## src/rtl/sadder_pkg.sv

```systemverilog
// Shared types and helpers for the pipelined saturating add/subtract unit.
// Helpers take the operand width as an argument so one package serves any WIDTH up to MAX_WIDTH.
`timescale 1ns/1ps
package sadder_pkg;

  localparam int unsigned MAX_WIDTH = 64;
  localparam int unsigned IDX_W     = $clog2(MAX_WIDTH + 1);

  typedef logic [MAX_WIDTH:0]   exact_t;
  typedef logic [MAX_WIDTH-1:0] word_t;

  typedef struct packed {
    logic  ovf;
    word_t res;
  } sat_res_t;

  // Most positive value at the given width (0x7F..F), zero-extended.
  function automatic word_t sat_max(input int unsigned width);
    word_t m;
    m = '0;
    for (int unsigned i = 0; i < MAX_WIDTH; i++) begin
      if (i < width - 1) m[i] = 1'b1;
    end
    return m;
  endfunction

  // Most negative value at the given width (0x80..0) in the low width bits.
  function automatic word_t sat_min(input int unsigned width);
    return ~sat_max(width);
  endfunction

  // exact is the sign-extended (width+1)-bit result; overflow when its top two bits differ.
  function automatic sat_res_t sat_sel(input exact_t exact, input logic sat_en,
                                       input int unsigned width);
    sat_res_t r;
    r.ovf = exact[IDX_W'(width)] ^ exact[IDX_W'(width - 1)];
    r.res = exact[MAX_WIDTH-1:0];
    if (r.ovf && sat_en) begin
      r.res = exact[IDX_W'(width)] ? sat_min(width) : sat_max(width);
    end
    return r;
  endfunction

endpackage

```

## src/rtl/sadder_core.sv

```systemverilog
// Combinational exact add/subtract with one extra carry bit so overflow stays observable.
`timescale 1ns/1ps
module sadder_core #(
  parameter int unsigned WIDTH = 32
) (
  input  logic [WIDTH-1:0] a,
  input  logic [WIDTH-1:0] b,
  output logic [WIDTH:0]   sum_c,
  output logic [WIDTH:0]   diff_c
);

  always_comb begin
    sum_c  = {a[WIDTH-1], a} + {b[WIDTH-1], b};
    diff_c = {a[WIDTH-1], a} - {b[WIDTH-1], b};
  end

endmodule

```

## src/rtl/sadder_pipe.sv

```systemverilog
// Two-stage signed add/subtract with per-beat wrap/saturate and valid/ready on both sides.
// in_ready is combinational from out_ready through the stall-in-place chain.
`timescale 1ns/1ps
module sadder_pipe
  import sadder_pkg::*;
#(
  parameter int unsigned WIDTH = 32
) (
  input  logic             clk,
  input  logic             rst_n,
  input  logic             in_valid,
  output logic             in_ready,
  input  logic [WIDTH-1:0] a,
  input  logic [WIDTH-1:0] b,
  input  logic             sat_en,
  output logic             out_valid,
  input  logic             out_ready,
  output logic [WIDTH-1:0] sum,
  output logic [WIDTH-1:0] diff,
  output logic             ovf_sum,
  output logic             ovf_diff
);

  logic             s1_valid;
  logic             s1_sat;
  logic [WIDTH-1:0] s1_a;
  logic [WIDTH-1:0] s1_b;
  logic             s1_adv;
  logic             s2_adv;
  logic [WIDTH:0]   exact_sum_c;
  logic [WIDTH:0]   exact_diff_c;
  logic [WIDTH:0]   sum_sel_c;
  logic [WIDTH:0]   diff_sel_c;

  // Returns {ovf, result} for one exact (WIDTH+1)-bit value.
  function automatic logic [WIDTH:0] pick(input logic [WIDTH:0] exact, input logic sat);
    sat_res_t r;
    r = sat_sel(exact_t'($signed(exact)), sat, WIDTH);
    return {r.ovf, r.res[WIDTH-1:0]};
  endfunction

  assign s2_adv   = !out_valid || out_ready;
  assign s1_adv   = !s1_valid || s2_adv;
  assign in_ready = s1_adv;

  sadder_core #(.WIDTH(WIDTH)) u_core (
    .a      (s1_a),
    .b      (s1_b),
    .sum_c  (exact_sum_c),
    .diff_c (exact_diff_c)
  );

  always_comb begin
    sum_sel_c  = pick(exact_sum_c, s1_sat);
    diff_sel_c = pick(exact_diff_c, s1_sat);
  end

  // Stage 1: operand capture.
  always_ff @(posedge clk or negedge rst_n) begin
    if (!rst_n) begin
      s1_valid <= 1'b0;
      s1_sat   <= 1'b0;
      s1_a     <= '0;
      s1_b     <= '0;
    end else if (s1_adv) begin
      s1_valid <= in_valid;
      if (in_valid) begin
        s1_a   <= a;
        s1_b   <= b;
        s1_sat <= sat_en;
      end
    end
  end

  // Stage 2: registered results; holds while stalled.
  always_ff @(posedge clk or negedge rst_n) begin
    if (!rst_n) begin
      out_valid <= 1'b0;
      sum       <= '0;
      diff      <= '0;
      ovf_sum   <= 1'b0;
      ovf_diff  <= 1'b0;
    end else if (s2_adv) begin
      out_valid <= s1_valid;
      if (s1_valid) begin
        sum      <= sum_sel_c[WIDTH-1:0];
        ovf_sum  <= sum_sel_c[WIDTH];
        diff     <= diff_sel_c[WIDTH-1:0];
        ovf_diff <= diff_sel_c[WIDTH];
      end
    end
  end

endmodule

```

## config.mk

```make
export PLATFORM = sky130hd
export DESIGN_NAME = sadder_pipe
export DESIGN_NICKNAME = d
export VERILOG_FILES = /design/src/rtl/sadder_pkg.sv /design/src/rtl/sadder_core.sv /design/src/rtl/sadder_pipe.sv
export SDC_FILE = /design/constraint.sdc
export NUM_CORES = 1
export LEC_CHECK = 0
export CORE_UTILIZATION = 51
export CTS_BUF_LIST = sky130_fd_sc_hd__clkbuf_8
export CTS_CLUSTER_DIAMETER = 50
export DETAILED_ROUTE_END_ITERATION = 16
export GPL_TIMING_DRIVEN = 0
export PLACE_DENSITY = 0.87
export SETUP_SLACK_MARGIN = 0.05
export SYNTH_ARGS = -nofsm -noshare
export SYNTH_HDL_FRONTEND = slang
export SYNTH_HIERARCHICAL = 1
export SYNTH_SLANG_ARGS = --single-unit
```

## constraint.sdc

```tcl
create_clock -name clk -period 3.6 [get_ports clk]
set_clock_uncertainty 0.05 [all_clocks]
set_input_delay 0.72 -clock clk [delete_from_list [all_inputs] [get_ports clk]]
set_output_delay 0.72 -clock clk [all_outputs]
set_load 0.03 [all_outputs]
```

**After elaboration in Yosys (flattened, before gate mapping)**

Index checks and enable logic that the tools add are counted.

- Flip-flop bits (word level): 133
- Output and inout port bits: 68
- Word-level logic and storage cells: 29

- $add $sub $neg: 2
- Multiplexer cells: 6
- Bitwise operators: 4
- Reduce and logical (&&, ||, !) cells: 8

Operators with widths:

| kind | number |
|---|---|
| 32-bit two-way mux | 4 |
| 31-bit NOT with 32-bit output | 2 |
| 32-bit by 32-bit adder with 33-bit output | 1 |
| 32-bit by 32-bit subtractor with 33-bit output | 1 |
| 2-bit AND reduction | 2 |
| 1-bit logical AND | 2 |
| 1-bit logical NOT | 2 |
| 1-bit logical OR | 2 |
| 1-bit two-way mux | 2 |
| 1-bit XOR | 2 |

**Longest topological paths before layout**

- Word-level depth: 7
- Gate-level depth with buffers: 16
- Depth with buffers taken out: 15

**Modules after synthesis**

The synthesis kept the hierarchy.

Modules (own cells, without submodules):

| module | times used | cells an instance | area each (um2) | sequential area each (um2) |
|---|---|---|---|---|
| sadder_pipe | 1 | 310 | 5,114.9 | 3,328.2 |
| sadder_core | 1 | 532 | 3,554.7 | 0.0 |

**Worst setup path after synthesis**

Ideal clock, no wire load.

- Kind: register to register
- Start: reg s1_b[1]
- End: reg diff[4]
- Library setup time: 126 ps
- Data arrival time: 3,356 ps
- Setup slack: 68 ps
- Cell stages (with the launch flop): 16
- Period minus slack after synthesis: 3,532 ps
- Cells stage by stage: dfrtp_1 > inv_1 > ha_1 > nor2b_1 > o31ai_2 > a211oi_2 > a31oi_4 > o31a_1 > o21ai_2 > a311o_1 > a221oi_2 > xnor2_1 > xor2_1 > a211oi_2 > buf_2 > a221o_1

- Word-level cells in the longest chain between the ends: 4
- Elaborated cells between the ends (all ways): 5
- Those cells by class: add/sub (1); mux (2); bitwise (1); reduce/logical (1)

RTL lines:

| what | RTL line | RTL |
|---|---|---|
| start: declaration | sadder_pipe.sv:27 | `logic [WIDTH-1:0] s1_b;` |
| start signal: assignment | sadder_pipe.sv:64 | `s1_b <= '0;` |
| start signal: assignment | sadder_pipe.sv:69 | `s1_b <= b;` |
| 32-bit by 32-bit subtractor with 33-bit output | sadder_core.sv:14 | `diff_c = {a[WIDTH-1], a} - {b[WIDTH-1], b};` |
| net exact_diff_c[31] | sadder_pipe.sv:31 | `logic [WIDTH:0] exact_diff_c;` |
| 1-bit XOR | sadder_pkg.sv:36 | `r.ovf = exact[IDX_W'(width)] ^ exact[IDX_W'(width - 1)];` |
| 1-bit logical AND | sadder_pkg.sv:38 | `if (r.ovf && sat_en) begin` |
| 32-bit two-way mux | sadder_pkg.sv:38 |  |
| end signal: assignment | sadder_pipe.sv:88 | `diff <= diff_sel_c[WIDTH-1:0];` |
| end: declaration | sadder_pipe.sv:19 | `output logic [WIDTH-1:0] diff,` |

The timed path passes the listed nets, and every way through them passes these cells.
A chain may end at the register's enable or synchronous reset.

**Worst setup path after layout**

- Start: reg s1_b[1]
- End: reg diff[23]

Same word-level chain as after synthesis.

==> impl_summary.log <==
INFO  metric worst_ep_required_time = 3.89 ns
INFO  metric portBuffers = 136
INFO  metric clock_sinks = 133
INFO  metric setup.worst_path.start_class = flop
INFO  metric cts_tree = done
INFO  metric count_of_final_setup_violators = 62
INFO  metric gp_routability_congestion = 0.931
INFO  metric clock_tree.buffer_depth = 2
INFO  metric ios = 137
INFO  metric grt_setup_unrepaired = yes
INFO  metric path_common_cell = a211oi_4
INFO  metric slew_violations = 0
INFO  metric syn_area_per_cell = 10.3 um^2
INFO  metric post_synth_main_area_contributors = dfrtp_1 (38%), ha_1 (9.2%), mux2_2 (8.8%)
INFO  metric yosys_warnings = 6
INFO  metric synth_area_leader_cell = dfrtp_1
INFO  metric root_buffer = clkbuf_8
INFO  metric remaining_drc_errors = 0
INFO  metric core_region_area = 16,600 um^2
INFO  metric drtAntennaViolNets = 0
INFO  metric syn2layout_area_growth = 36.3%
INFO  metric max-vdd-ir-drop = 0.463 mV
INFO  metric drt_wl_total = 25.4 mm
INFO  metric maxSlewHeadroom = 0.650
INFO  metric status = finished, violations left
INFO  metric setup_slack_of_the_worst_register_to_register_path = -0.32 ns
INFO  metric cts_buffers = 17
INFO  metric critPathArrivalTime = 4.22 ns
INFO  metric proportion_of_netlist_area_held_by_the_largest_area_contributor = 0.384
INFO  metric clock_latency_reported_for_the_late_side_of_the_worst_skew_pair = 0.46 ns
INFO  metric crit-reg2reg-launch = s1_b[1]
INFO  metric postLayoutCoreUtil = 0.712
INFO  metric critical_path.cell_chain = inv_2, ha_4, nor2b_4, o31ai_4, a211oi_4, a31oi_4, o31a_1, o21ai_2, a311o_1, a221oi_2, xnor2_2, xor2_2, a211oi_4, buf_6, clkbuf_16, a221o_1
INFO  metric worst_path_largest_cell_delay = 0.41 ns
INFO  metric yosysMostFrequentCell = dfrtp_1
INFO  metric floorplan.rows = 47
INFO  metric start_util = 0.523
INFO  metric via_count_of_the_first_global_routing_pass = 7,279
INFO  metric htreeDepth = 4
INFO  metric synthesis.instances = 842
INFO  metric antenna_found_initial = 0
INFO  metric final_layout_size_suffix_gt1_frac = 0.263
INFO  metric yosys_most_used_dff = dfrtp_1
INFO  metric hold_viol_final = 0
INFO  metric timing.critical_path.from = s1_b[1]
INFO  metric n_antenna_cell = 0
INFO  metric worst_setup_path_endpoint = diff[23]
INFO  metric synth-seq-cells = 133
INFO  metric vias = 7,702
INFO  metric leakage = 5.13 nW
INFO  metric synth_enable_flop_cells = 0
INFO  metric die_y = 132 um
INFO  metric final_net_count = 1,192
INFO  metric clk_pin_slew_worst_paths = 0.08 ns
INFO  metric failed_checks = negative setup slack
INFO  metric grt_pass1_wl = 37.9 mm
INFO  metric highest_clock_rate = 255 MHz
INFO  metric power_density = 758 nW/um^2
INFO  metric setup.worst_path.end_class = flop
INFO  metric synth.top_cells.by_count = dfrtp_1 (133), mux2_2 (68), ha_1 (64)
INFO  metric worst_min_path_class = primary input to async pin
INFO  metric cap_viol_max_count = 0
INFO  metric global_route.overflow_total = 0
INFO  metric largest_fanout_on_the_critical_path = 6
INFO  metric die_x = 132 um
INFO  metric grt_start_max_net_pins = 101
INFO  metric r2r-end = diff[23]
INFO  metric synth.net_count = 977
INFO  metric finalCritPeriodShare = 1.09
INFO  metric setup_total_negative_slack = -16.86 ns
INFO  metric finalWorstSetupSlack = -0.324 ns
INFO  metric timing_worst_slew_pin_value = 0.525 ns
INFO  metric final-instance-count-excl-fill = 1,290
INFO  metric netlist-cell-type-count = 68
INFO  metric place.detailed.instances = 1,199
INFO  metric viasPerCell = 5.97
INFO  metric die-area = 17,500 um^2
INFO  metric ys_async_sr_fraction = 1.00
INFO  metric min_period = 3.92 ns
INFO  metric ys_seq_area_frac = 0.384
INFO  metric wl_per_cell = 19.7 um
INFO  metric slowest_stage_cell_cp = dfrtp_1
INFO  metric critical_path_class = flop to flop
INFO  metric detailedRoute.firstIterationViolations = 810
INFO  metric detailed_placer_s_ending_hpwl = 16.9 mm
INFO  metric mappedNetlistArea = 8670 um^2
INFO  metric place_area = 10,300 um^2
INFO  metric first_pass_iters = 5
INFO  metric depth_of_the_most_critical_reg_to_reg_path = 16
INFO  metric track_usage = 0.275
INFO  metric final_area = 11,800 um^2
[registers in the layout (all words and copies together) (netlist names)]
register	flops
s1_sat	1
out_valid	1
ovf_diff	1
s1_b	32
ovf_sum	1
diff	32
s1_valid	1
s1_a	32
sum	32
[timing repair]
item                       in CTS  in global routing
gates cloned                    1                  5
hold buffers                    0                  0
gates resized for setup        57                 87
setup buffers                  25                 33
setup endpoints to repair      65                 65
pin swaps                      16                 36
[worst min path at each step]
stage | from | to | slack [ns] | depth (start not counted)
floorplan | rst_n | diff[0] | 0.37 | 0
global placement | ovf_diff | ovf_diff | 0.45 | 1
detailed placement | sum[23] | sum[23] | 0.45 | 1
CTS | rst_n | sum[14] | 0.08 | 1
global route | rst_n | sum[14] | 0.09 | 1
finish | rst_n | s1_a[14] | 0.09 | 1
[per-layer routing]
metal	routed length [um]	track usage	share of wire
met1	10600	0.367	0.42
met2	12400	0.438	0.49
met3	1630	0.0454	0.064
met4	840	0.128	0.033
met5	0	0	0
[critical path: cells and delay by family (launching register included)]
family,cells,cell delay (ns)
compound gates,9,2.09
xor+xnor,2,0.45
buf+inv,3,0.44
flops,1,0.41
fa+ha+maj,1,0.21
simple gates,1,0.13
[cells in the final DEF (no fill, tap or decap), types with 5 or more instances in the layout]
master,n
xor2_1,11
a221o_1,62
a21oi_2,8
buf_4,56
mux2_2,67
clkbuf_1,10
o21bai_1,9
clkbuf_8,18
o31ai_1,7
nor4_1,8
buf_2,5
o21a_1,5
a21oi_1,49
buf_12,6
nor2_1,51
xnor2_1,40
ha_4,7
clkdlybuf4s50_1,135
ha_1,56
nand2b_1,10
o211ai_1,5
nor2b_1,10
a21o_1,9
clkinv_2,5
buf_6,27
a31oi_1,9
dfrtp_1,132
o21ai_0,22
nor3_1,11
inv_2,11
nand2_1,22
buf_8,5
inv_1,55
nand3_1,9
a211oi_1,6
[power breakdown]
part / leakage, nW / total, W / internal (W) / switching (W)
Combinational: 3.34 / 0.00526 / 0.00245 / 0.00281
Clock: 0.206 / 0.00133 / 0.000697 / 0.000628
Sequential: 1.58 / 0.00237 / 0.00198 / 0.000397
Total: 5.13 / 0.00896 / 0.00512 / 0.00384
[logic make-up after synthesis]
group,share of synthesized area
and+or+nand+nor,0.0932
DFF,0.384
buffers and inverters,0.0725
xor gates and xnor gates,0.0546
AOI/OAI and AO/OA,0.207
adders and majority gates,0.0970
muxes,0.0918
[layout make-up]
cell class	count	area, um^2
Multi-Input combinational cell	587	5100
Fill cell	1205	4770
Sequential cell	133	3330
Timing Repair Buffer	199	1950
Buffer	53	504
Tap cell	220	275
Inverter	66	250
Clock buffer	18	248
Clock inverter	14	159
[through the flow]
step,setup slack (ns),hold slack [ns],power (W)
2_1_floorplan,0.0676,0.374,0.00523
3_3_place_gp,-3.34,0.445,0.00668
3_5_place_dp,-0.829,0.454,0.00676
4_1_cts,-0.237,0.0839,0.00841
5_1_grt,-0.415,0.0856,0.00939
6_report,-0.324,0.0902,0.00896
No activity file was read; power rests on OpenSTA's default activity.
